$ cat config.mk
export PLATFORM = sky130hd
export DESIGN_NAME = control_unit
export DESIGN_NICKNAME = d
export VERILOG_FILES = /design/src/rtl/control_unit.sv
export SDC_FILE = /design/constraint.sdc
export NUM_CORES = 1
export LEC_CHECK = 0
export BUFFER_PORTS_ARGS = -buffer_cell sky130_fd_sc_hd__buf_2
export CORE_MARGIN = 3
export CORE_UTILIZATION = 40
export CTS_BUF_LIST = sky130_fd_sc_hd__clkbuf_16
export DETAILED_ROUTE_END_ITERATION = 10
export HOLD_SLACK_MARGIN = 0.15
export SKIP_CTS_REPAIR_TIMING = 1
export SLEW_MARGIN = 20
export SYNTH_ARGS = -nofsm -noshare
export SYNTH_HDL_FRONTEND = slang
export SYNTH_SLANG_ARGS = --single-unit
export TNS_END_PERCENT = 5
$ cat constraint.sdc
create_clock -name clk -period 7.6 [get_ports clk]
set_clock_uncertainty 0.1 [all_clocks]
set_input_delay 0.76 -clock clk [delete_from_list [all_inputs] [get_ports clk]]
set_output_delay 0.76 -clock clk [all_outputs]
set_load 0.05 [all_outputs]
$ cat src/rtl/control_unit.sv
// -----------------------------------------------------------------------------
// control_unit
//
// Hardwired Moore sequencer for the Mini SRC datapath. It runs the fetch
// steps, decodes the opcode in ir[31:27], runs the execute steps for that
// instruction and drives every datapath control strobe. It also tracks
// run/halt status and counts retired instructions.
//
// Ports
//   clk            rising-edge clock
//   clr            synchronous active-high reset; forces every strobe to 0
//   ir[31:0]       instruction register contents (opcode = ir[31:27])
//   con            CON_FF result, used by the branch in T7
//   stop           halt request, sampled only when an instruction completes
//   Gra..BAout     register select / encode strobes
//   MARin..CONin   register load enables
//   PCout..Cout    bus drivers (at most one per cycle)
//   pc_increment   PC += 1
//   read           MDR mux selects memory data
//   memoryRead/Write  RAM strobes
//   alu_control    ALU opcode (0 outside ALU steps)
//   run            1 while executing, 0 in HALT
//   instr_count    retired instruction count, wraps at 2^32
//
// Parameter
//   MEM_LATENCY    cycles memoryRead is held before data is valid (1..4)
// -----------------------------------------------------------------------------
module control_unit #(
  parameter int MEM_LATENCY = 1
) (
  input  logic        clk,
  input  logic        clr,
  input  logic [31:0] ir,
  input  logic        con,
  input  logic        stop,
  output logic        Gra, Grb, Grc, Rin, Rout, BAout,
  output logic        MARin, MDRin, IRin, RYin, PCin, HIin, LOin,
  output logic        Zhighin, Zlowin, InPortin, CONin,
  output logic        PCout, MDRout, HIout, LOout, Zhighout, Zlowout,
  output logic        InPortout, Cout,
  output logic        pc_increment,
  output logic        read,
  output logic        memoryRead, memoryWrite,
  output logic [4:0]  alu_control,
  output logic        run,
  output logic [31:0] instr_count
);

  typedef enum logic [3:0] {
    S_T0, S_T1, S_T2, S_T3, S_T4, S_T5, S_T6, S_T7, S_T8, S_T9, S_HALT
  } state_t;

  // Instruction classes: opcodes that share one execute sequence.
  typedef enum logic [3:0] {
    C_RTYPE, C_IMM, C_LDI, C_LD, C_ST, C_MULDIV, C_NEGNOT,
    C_BR, C_JR, C_IN, C_MF, C_NOP, C_HALT
  } iclass_t;

  localparam logic [4:0] ALU_ADD = 5'b00011;
  localparam logic [4:0] ALU_AND = 5'b00101;
  localparam logic [4:0] ALU_OR  = 5'b00110;

  // Down-counter reload: the wait state exits when the counter reads 0,
  // so loading k-1 yields exactly k cycles of memoryRead.
  localparam logic [2:0] LAT_M1 = 3'(MEM_LATENCY - 1);

  function automatic iclass_t classify(input logic [4:0] op);
    case (op)
      5'd0:                                   return C_LD;
      5'd1:                                   return C_LDI;
      5'd2:                                   return C_ST;
      5'd3, 5'd4, 5'd5, 5'd6, 5'd7,
      5'd8, 5'd9, 5'd10, 5'd11:               return C_RTYPE;
      5'd12, 5'd13, 5'd14:                    return C_IMM;
      5'd15, 5'd16:                           return C_MULDIV;
      5'd17, 5'd18:                           return C_NEGNOT;
      5'd19:                                  return C_BR;
      5'd20:                                  return C_JR;
      5'd22:                                  return C_IN;
      5'd24, 5'd25:                           return C_MF;
      5'd26:                                  return C_NOP;
      default:                                return C_HALT;
    endcase
  endfunction

  state_t      state_q, state_d;
  logic [2:0]  wait_q, wait_d;
  logic [31:0] instr_count_q, instr_count_d;

  logic [4:0]  opcode;
  iclass_t     iclass;
  logic [4:0]  imm_alu;
  logic        last_step;
  logic        unused_ir_bits;

  assign opcode         = ir[31:27];
  assign iclass         = classify(opcode);
  assign imm_alu        = (opcode == 5'd12) ? ALU_ADD :
                          (opcode == 5'd13) ? ALU_AND : ALU_OR;
  assign unused_ir_bits = ^ir[26:0];

  // Final step of each class; leaving it retires the instruction.
  always_comb begin
    last_step = 1'b0;
    case (iclass)
      C_NOP:                    last_step = (state_q == S_T3);
      C_JR, C_IN, C_MF:         last_step = (state_q == S_T4);
      C_NEGNOT:                 last_step = (state_q == S_T5);
      C_RTYPE, C_IMM, C_LDI:    last_step = (state_q == S_T6);
      C_MULDIV, C_BR:           last_step = (state_q == S_T7);
      C_ST:                     last_step = (state_q == S_T8);
      C_LD:                     last_step = (state_q == S_T9);
      default:                  last_step = 1'b0;
    endcase
  end

  // Next state, memory wait counter and retire counter.
  always_comb begin
    state_d       = state_q;
    wait_d        = wait_q;
    instr_count_d = instr_count_q;
    case (state_q)
      S_T0: begin
        state_d = S_T1;
        wait_d  = LAT_M1;
      end
      S_T1: begin
        if (wait_q == 3'd0) state_d = S_T2;
        else                wait_d  = wait_q - 3'd1;
      end
      S_T2: state_d = S_T3;
      // The opcode is taken from ir as the fetch completes.
      S_T3: state_d = (iclass == C_HALT) ? S_HALT : S_T4;
      S_T4: state_d = S_T5;
      S_T5: state_d = S_T6;
      S_T6: begin
        state_d = S_T7;
        wait_d  = LAT_M1;
      end
      S_T7: begin
        if (iclass != C_LD || wait_q == 3'd0) state_d = S_T8;
        else                                  wait_d  = wait_q - 3'd1;
      end
      S_T8:    state_d = S_T9;
      S_T9:    state_d = S_T0;
      S_HALT:  state_d = S_HALT;
      default: state_d = S_HALT;
    endcase
    if (last_step) begin
      instr_count_d = instr_count_q + 32'd1;
      state_d       = stop ? S_HALT : S_T0;
    end
  end

  // NOTE: sequential state uses non-blocking assignments so every flop
  // samples the pre-edge value of its _d input, independent of block order.
  always_ff @(posedge clk) begin
    if (clr) begin
      state_q       <= S_T0;
      wait_q        <= 3'd0;
      instr_count_q <= 32'd0;
    end else begin
      state_q       <= state_d;
      wait_q        <= wait_d;
      instr_count_q <= instr_count_d;
    end
  end

  // Strobe decode from state (plus opcode / con during execute).
  // NOTE: every output gets a default before the case so no path leaves
  // one unassigned, which would infer a latch.
  always_comb begin
    {Gra, Grb, Grc, Rin, Rout, BAout}                          = '0;
    {MARin, MDRin, IRin, RYin, PCin, HIin, LOin}               = '0;
    {Zhighin, Zlowin, InPortin, CONin}                         = '0;
    {PCout, MDRout, HIout, LOout, Zhighout, Zlowout}           = '0;
    {InPortout, Cout, pc_increment, read}                      = '0;
    {memoryRead, memoryWrite}                                  = '0;
    alu_control = 5'd0;
    if (!clr) begin
      case (state_q)
        S_T0: begin PCout = 1'b1; MARin = 1'b1; pc_increment = 1'b1; end
        S_T1: memoryRead = 1'b1;
        S_T2: begin read = 1'b1; MDRin = 1'b1; end
        S_T3: begin MDRout = 1'b1; IRin = 1'b1; end
        S_T4: begin
          case (iclass)
            C_RTYPE, C_IMM: begin Grb = 1'b1; Rout = 1'b1; RYin = 1'b1; end
            C_LDI, C_LD, C_ST: begin
              Grb = 1'b1; Rout = 1'b1; BAout = 1'b1; RYin = 1'b1;
            end
            C_MULDIV: begin Gra = 1'b1; Rout = 1'b1; RYin = 1'b1; end
            C_NEGNOT: begin
              Grb = 1'b1; Rout = 1'b1; alu_control = opcode; Zlowin = 1'b1;
            end
            C_BR: begin Gra = 1'b1; Rout = 1'b1; CONin = 1'b1; end
            C_JR: begin Gra = 1'b1; Rout = 1'b1; PCin = 1'b1; end
            C_IN: begin InPortout = 1'b1; Gra = 1'b1; Rin = 1'b1; end
            C_MF: begin
              HIout = (opcode == 5'd24);
              LOout = (opcode != 5'd24);
              Gra   = 1'b1;
              Rin   = 1'b1;
            end
            default: ;
          endcase
        end
        S_T5: begin
          case (iclass)
            C_RTYPE: begin
              Grc = 1'b1; Rout = 1'b1; alu_control = opcode; Zlowin = 1'b1;
            end
            C_IMM: begin Cout = 1'b1; alu_control = imm_alu; Zlowin = 1'b1; end
            C_LDI, C_LD, C_ST: begin
              Cout = 1'b1; alu_control = ALU_ADD; Zlowin = 1'b1;
            end
            C_MULDIV: begin
              Grb = 1'b1; Rout = 1'b1; alu_control = opcode;
              Zlowin = 1'b1; Zhighin = 1'b1;
            end
            C_NEGNOT: begin Zlowout = 1'b1; Gra = 1'b1; Rin = 1'b1; end
            C_BR:     begin PCout = 1'b1; RYin = 1'b1; end
            default: ;
          endcase
        end
        S_T6: begin
          case (iclass)
            C_RTYPE, C_IMM, C_LDI: begin Zlowout = 1'b1; Gra = 1'b1; Rin = 1'b1; end
            C_LD, C_ST: begin Zlowout = 1'b1; MARin = 1'b1; end
            C_MULDIV:   begin Zlowout = 1'b1; LOin = 1'b1; end
            C_BR: begin Cout = 1'b1; alu_control = ALU_ADD; Zlowin = 1'b1; end
            default: ;
          endcase
        end
        S_T7: begin
          case (iclass)
            C_LD:     memoryRead = 1'b1;
            // Register data goes to MDR from the bus, so read stays 0.
            C_ST:     begin Gra = 1'b1; Rout = 1'b1; MDRin = 1'b1; end
            C_MULDIV: begin Zhighout = 1'b1; HIin = 1'b1; end
            C_BR:     begin Zlowout = con; PCin = con; end
            default: ;
          endcase
        end
        S_T8: begin
          case (iclass)
            C_LD:    begin read = 1'b1; MDRin = 1'b1; end
            C_ST:    memoryWrite = 1'b1;
            default: ;
          endcase
        end
        S_T9: begin
          if (iclass == C_LD) begin MDRout = 1'b1; Gra = 1'b1; Rin = 1'b1; end
        end
        default: ;
      endcase
    end
  end

  assign run         = (state_q != S_HALT);
  assign instr_count = instr_count_q;

endmodule

### After elaboration in Yosys (flattened, before gate mapping)

Memories as Yosys holds them, arrays and structs flattened.
Cells that the tools add are included.
Widths: inputs -> output; s select.

| cells by class | value |
|---|---|
| $add $sub $neg | 2 |
| multiply operators | 0 |
| divide/modulo/power cells | 0 |
| $lt $le $gt $ge | 0 |
| equality and inequality tests | 31 |
| shift operators | 0 |
| mux-type cells | 92 |
| bitwise operators | 0 |
| reduce and logical (&&, ||, !) cells | 20 |

Operator list:

| kind | count |
|---|---|
| $mux 1 | 60 |
| $pmux 4 s10 | 1 |
| $add 32x1->32 const B | 1 |
| $eq 4x3->1 const B | 8 |
| $pmux 5 s3 | 2 |
| $eq 4x4->1 const B | 7 |
| $mux 4 | 5 |
| $pmux 1 s2 | 9 |
| $eq 4x2->1 const B | 4 |
| $pmux 1 s3 | 4 |
| $reduce_or 6->1 | 2 |
| $eq 5x4->1 const B | 2 |
| $mux 5 | 2 |
| $reduce_or 2->1 | 5 |
| $mux 3 | 3 |
| $pmux 3 s3 | 1 |
| $reduce_or 3->1 | 3 |
| $reduce_or 9->1 | 1 |
| $eq 4x1->1 const B | 2 |
| $logic_not 4->1 | 2 |
| $pmux 1 s7 | 1 |
| $eq 5x5->1 const B | 1 |
| $ne 5x5->1 const B | 1 |
| $pmux 1 s5 | 1 |
| other kinds (15) | 17 |

| word-level totals | value |
|---|---|
| flip-flop bits (word level) | 39 |
| bits in latches | 0 |
| bits in writable memories | 0 |
| memory bits (read-only) | 128 |
| logic and storage cells | 149 |
| memories | 1 |

Memories:

| name | words | width | rd ports | clocked after Yosys merged registers in | wr ports | line | RTL |
|---|---|---|---|---|---|---|---|
| (no name shown) | 32 | 4 | 1 | 0 | 0 | 68 | `case (op)` |

### Depth between registers and ports, before layout

| logic depth | value |
|---|---|
| word-level depth | 6 |
| depth in mapped cells | 10 |

### Worst setup path after synthesis

No wires, ideal clock.

| timing path | value |
|---|---|
| path kind | input to output |
| start point | input port ir[27] |
| end point | output port Zhighout |
| arrival | 4.012 ns |
| required time | 6.740 ns |
| setup slack | 2.728 ns |
| stages | 8 |
| cell sequence | inv_1 -> ha_1 -> nor2b_1 -> o311ai_1 -> nand2_1 -> clkbuf_1 -> nor4_1 -> buf_4 |

| on the way | value |
|---|---|
| word-level cells in the longest chain between the ends | 5 |

Ends and longest elaborated chain:

| item | line | RTL |
|---|---|---|
| start: declaration | 33 | `input logic [31:0] ir,` |
| $mem_v2 32x4 | - |  |
| $eq 4x3->1 | - |  |
| $mux 1 (3 in a row) | - |  |
| end: declaration | 39 | `output logic PCout, MDRout, HIout, LOout, Zhighout, Zlowout,` |

Every way passes these cells.

### Worst setup path in the final report

| timing path | value |
|---|---|
| start point | input port ir[27] |
| end point | output port alu_control[1] |

| on the way | value |
|---|---|
| word-level cells in the longest chain between the ends | 6 |
| elaborated cells between the ends (all ways) | 20 |
| classes of those cells | 9 x eq/ne; 7 x mux; 3 x reduce/logical; 1 x memory |

Ends and longest elaborated chain:

| item | line | RTL |
|---|---|---|
| $mem_v2 32x4 / $eq 5x4->1 (equally long branches) | - |  |
| $eq 4x2->1, or another cell as far along | 209 | `case (iclass)` |
| $reduce_or 3->1, or another cell as far along | - |  |
| $pmux 5 s3 | 209 |  |
| $pmux 5 s3 * | 181 | `case (state_q)` |
| $mux 5 * | 180 | `if (!clr) begin` |
| end: declaration | 44 | `output logic [4:0] alu_control,` |

Every way passes the cells marked *; elsewhere a longest branch is shown, timed or not.

==> flow_summary.yaml <==
layout:
  fin_cells: 629
  nets: 569
  syn_to_final_growth_pct: 15.12
  n_antenna_cell: 0
  final_area_sq_um: 4048
  drive_gt1_share_pct: 19.08
drt:
  ant_nets: 0
  drt_first_pass_iters: 5
  viasPerCell: 5.979
  route.vias.total: 3761
  wl_per_cell_microns: 16.27
  drc_errors: 0
  routed_wl_mm: 10.24
  drtIter0Drc: 275
synth:
  synth.largest_area_cell: "dfxtp_1"
  syn_inst: 479
  synth_seq_cells: 39
  netlist.area_leader.share_pct: 22.21
  synth_area_sq_um: 3516
  seq_area_frac_synth_pct: 22.21
  synth_area_leaders: "dfxtp_1 (22%), mux2_1 (9.6%), nor2_1 (6.8%), nor2b_1 (6.0%), a31oi_1 (4.8%)"
  avgSynthCellArea_sq_um: 7.340
  synth_warnings: 0
  synthArstFlopShare_pct: 0
  synth_cell_types: 65
  synth.net_count: 525
  synth_edf_count: 0
  ys.flop_type: "dfxtp_1"
floorplan:
  row_count: 33
  die_h_microns: 99.76
  dieArea_sq_um: 9951
  die_w_microns: 99.76
  pin_count: 103
  start_util_pct: 41.95
  core_sq_um: 8382
global_routing:
  grtUsageTotal_pct: 20.42
  grt_pass1_vias: 3502
  grt_first_pass_wirelength_mm: 17.10
  overflow: 0
  grt_max_degree: 84
  antenna_found_initial: 0
sta:
  fin_crit_sh_pct: 60.28
  slew_viol_final: 0
  rsz0062_at_grt: "false"
  tightest_slew_ns: 1.156
  post-route-min-period_ns: 4.581
  holdWs_ns: 0.3696
  slew_headroom_pct: 22.92
  setup-tns-final_ns: 0
  hold_viol_final: 0
  setup_viol: 0
  max_freq_mhz: 218.3
placed_design:
  dp_cells: 621
  dpl_cell_area_sq_um: 3879
  io_buffers: 74
  post-dp-hpwl_mm: 7.110
  gp_congestion: 0.8754
power:
  power.leakage_nw: 1.738
  p_per_area_nw_per_um2: 184.8
  ir_drop_mv: 0.1829
hold_path:
  holdCritPathClass: "register to register"
cts:
  cts_buffers: 5
  clock_sinks: 39
  clk-insertion-delay-late_ns: 0.28
  htree_levels: 2
  cts_tree: "yes"
  ctsLongestPathBuffers: 2
  root_buffer: "clkbuf_16"
  clk_pin_slew_ns: 0.06
critical_path:
  path_delay_family: "compound AO/OA/AOI/OAI gates"
  crit_chain: "buf_2 -> inv_1 -> ha_1 -> nor2b_1 -> o311ai_1 -> nand2_1 -> a211oi_1 -> o21ai_0 -> a41oi_1 -> buf_2"
  endpoint_kind: "output port"
  cp_slowest_cell: "a211oi_1"
  worstSetupPathType: "primary input to output port"
  max_stage_delay_ns: 0.58
  path_common_cell: "buf_2"
  critical_path_arrival_ns: 3.72
  path_buf_inv: 3
  crit_fanout: 14
  critPathLaunchType: "primary input"
  required_ns: 6.74
run_status:
  status: "finished clean"
job:
  max_cap_violations: 0
worst min-delay path: stages (launching register included):
cell     delay, ns
dfxtp_1       0.31
nand2_1       0.06
a21oi_1       0.06
power by group:
part / internal [mW] / switching, mW / total (mW)
Combinational: 0.0893 / 0.176 / 0.265
Sequential: 0.218 / 0.0250 / 0.243
Clock: 0.155 / 0.0848 / 0.240
routing by layer:
| metal | share of wire [%] | vias up | track usage, % |
|---|---|---|---|
| met5 | 0 | - | 0 |
| met4 | 0.35 | 0 | 3.782 |
| met3 | 6.2 | 4 | 3.156 |
| met2 | 47 | 122 | 31.97 |
| met1 | 46 | 1790 | 29.80 |
| li1 | - | 1845 | - |
worst paths after layout:
check,startpoint,endpoint,slack [ns],depth (start not counted)
setup / recovery,ir[27],alu_control[1],3.02,10
hold / removal,wait_q[1],wait_q[1],0.37,2
setup reg to reg,state_q[2],instr_count[26],3.81,6
hold reg to reg,wait_q[1],wait_q[1],0.37,2
synth_stat cells (4+ instances only):
library cell and number:
clkbuf_1 28, and2_1 5, nand4_1 14, or2_2 4, nor3_1 19, o31ai_1 5
inv_1 11, mux2_1 30, dfxtp_1 39, a21oi_1 20, nor4_1 12, or3_1 5
nand2_1 25, a311oi_1 5, nor2_1 64, o21ai_0 14, ha_1 10, buf_2 9
nand3_1 18, nor2b_1 34, and3_1 15, a31oi_1 27
registers in the layout, indices dropped and copies added (netlist names):
register	flops
instr_count	32
state_q	4
wait_q	3
area by class of cell:
type	count	area, sq um
flip-flops and latches	39	780.7
clock buffers	5	125.1
clock inverters	3	43.79
multi-input cells	386	2514
well taps	105	131.4
repair buffers	79	407.9
fillers	860	4334
inverters	12	45.04
metrics by stage:
step	total power, mW	util (%)	worst slack, ns
floorplan	0.4579	-	2.728
global placement	0.5061	46.28	3.087
detailed placement	0.5115	46.28	3.086
CTS	0.7531	48.29	3.071
global route	0.7974	48.29	2.685
finish	0.7480	48.29	3.019
cell families (layout without fill, tap and decap cells):
group / after synthesis / after routing / share of synthesized area, %
DFF: 39 / 39 / 22.21
muxes: 33 / 33 / 10.60
AOI/OAI and AO/OA: 108 / 108 / 21.92
adders and majority gates: 10 / 10 / 3.559
xor gates and xnor gates: 4 / 4 / 0.9966
other: 1 / 1 / 0.1067
buffers and inverters: 54 / 99 / 6.619
and+or+nand+nor: 230 / 230 / 33.99
cell usage in the layout, fill, tap and decap left out, drive strengths merged, types with 14 or more instances in the layout:
master,Yosys,routed
o21ai,16,16
nor2,64,64
nor2b,34,34
mux2,31,31
a31oi,27,27
buf,14,79
nand2,25,25
nor3,20,20
a21oi,20,20
dfxtp,39,39
nand4,14,14
and3,15,15
nand3,18,18
(Power assumes the default switching activity.)
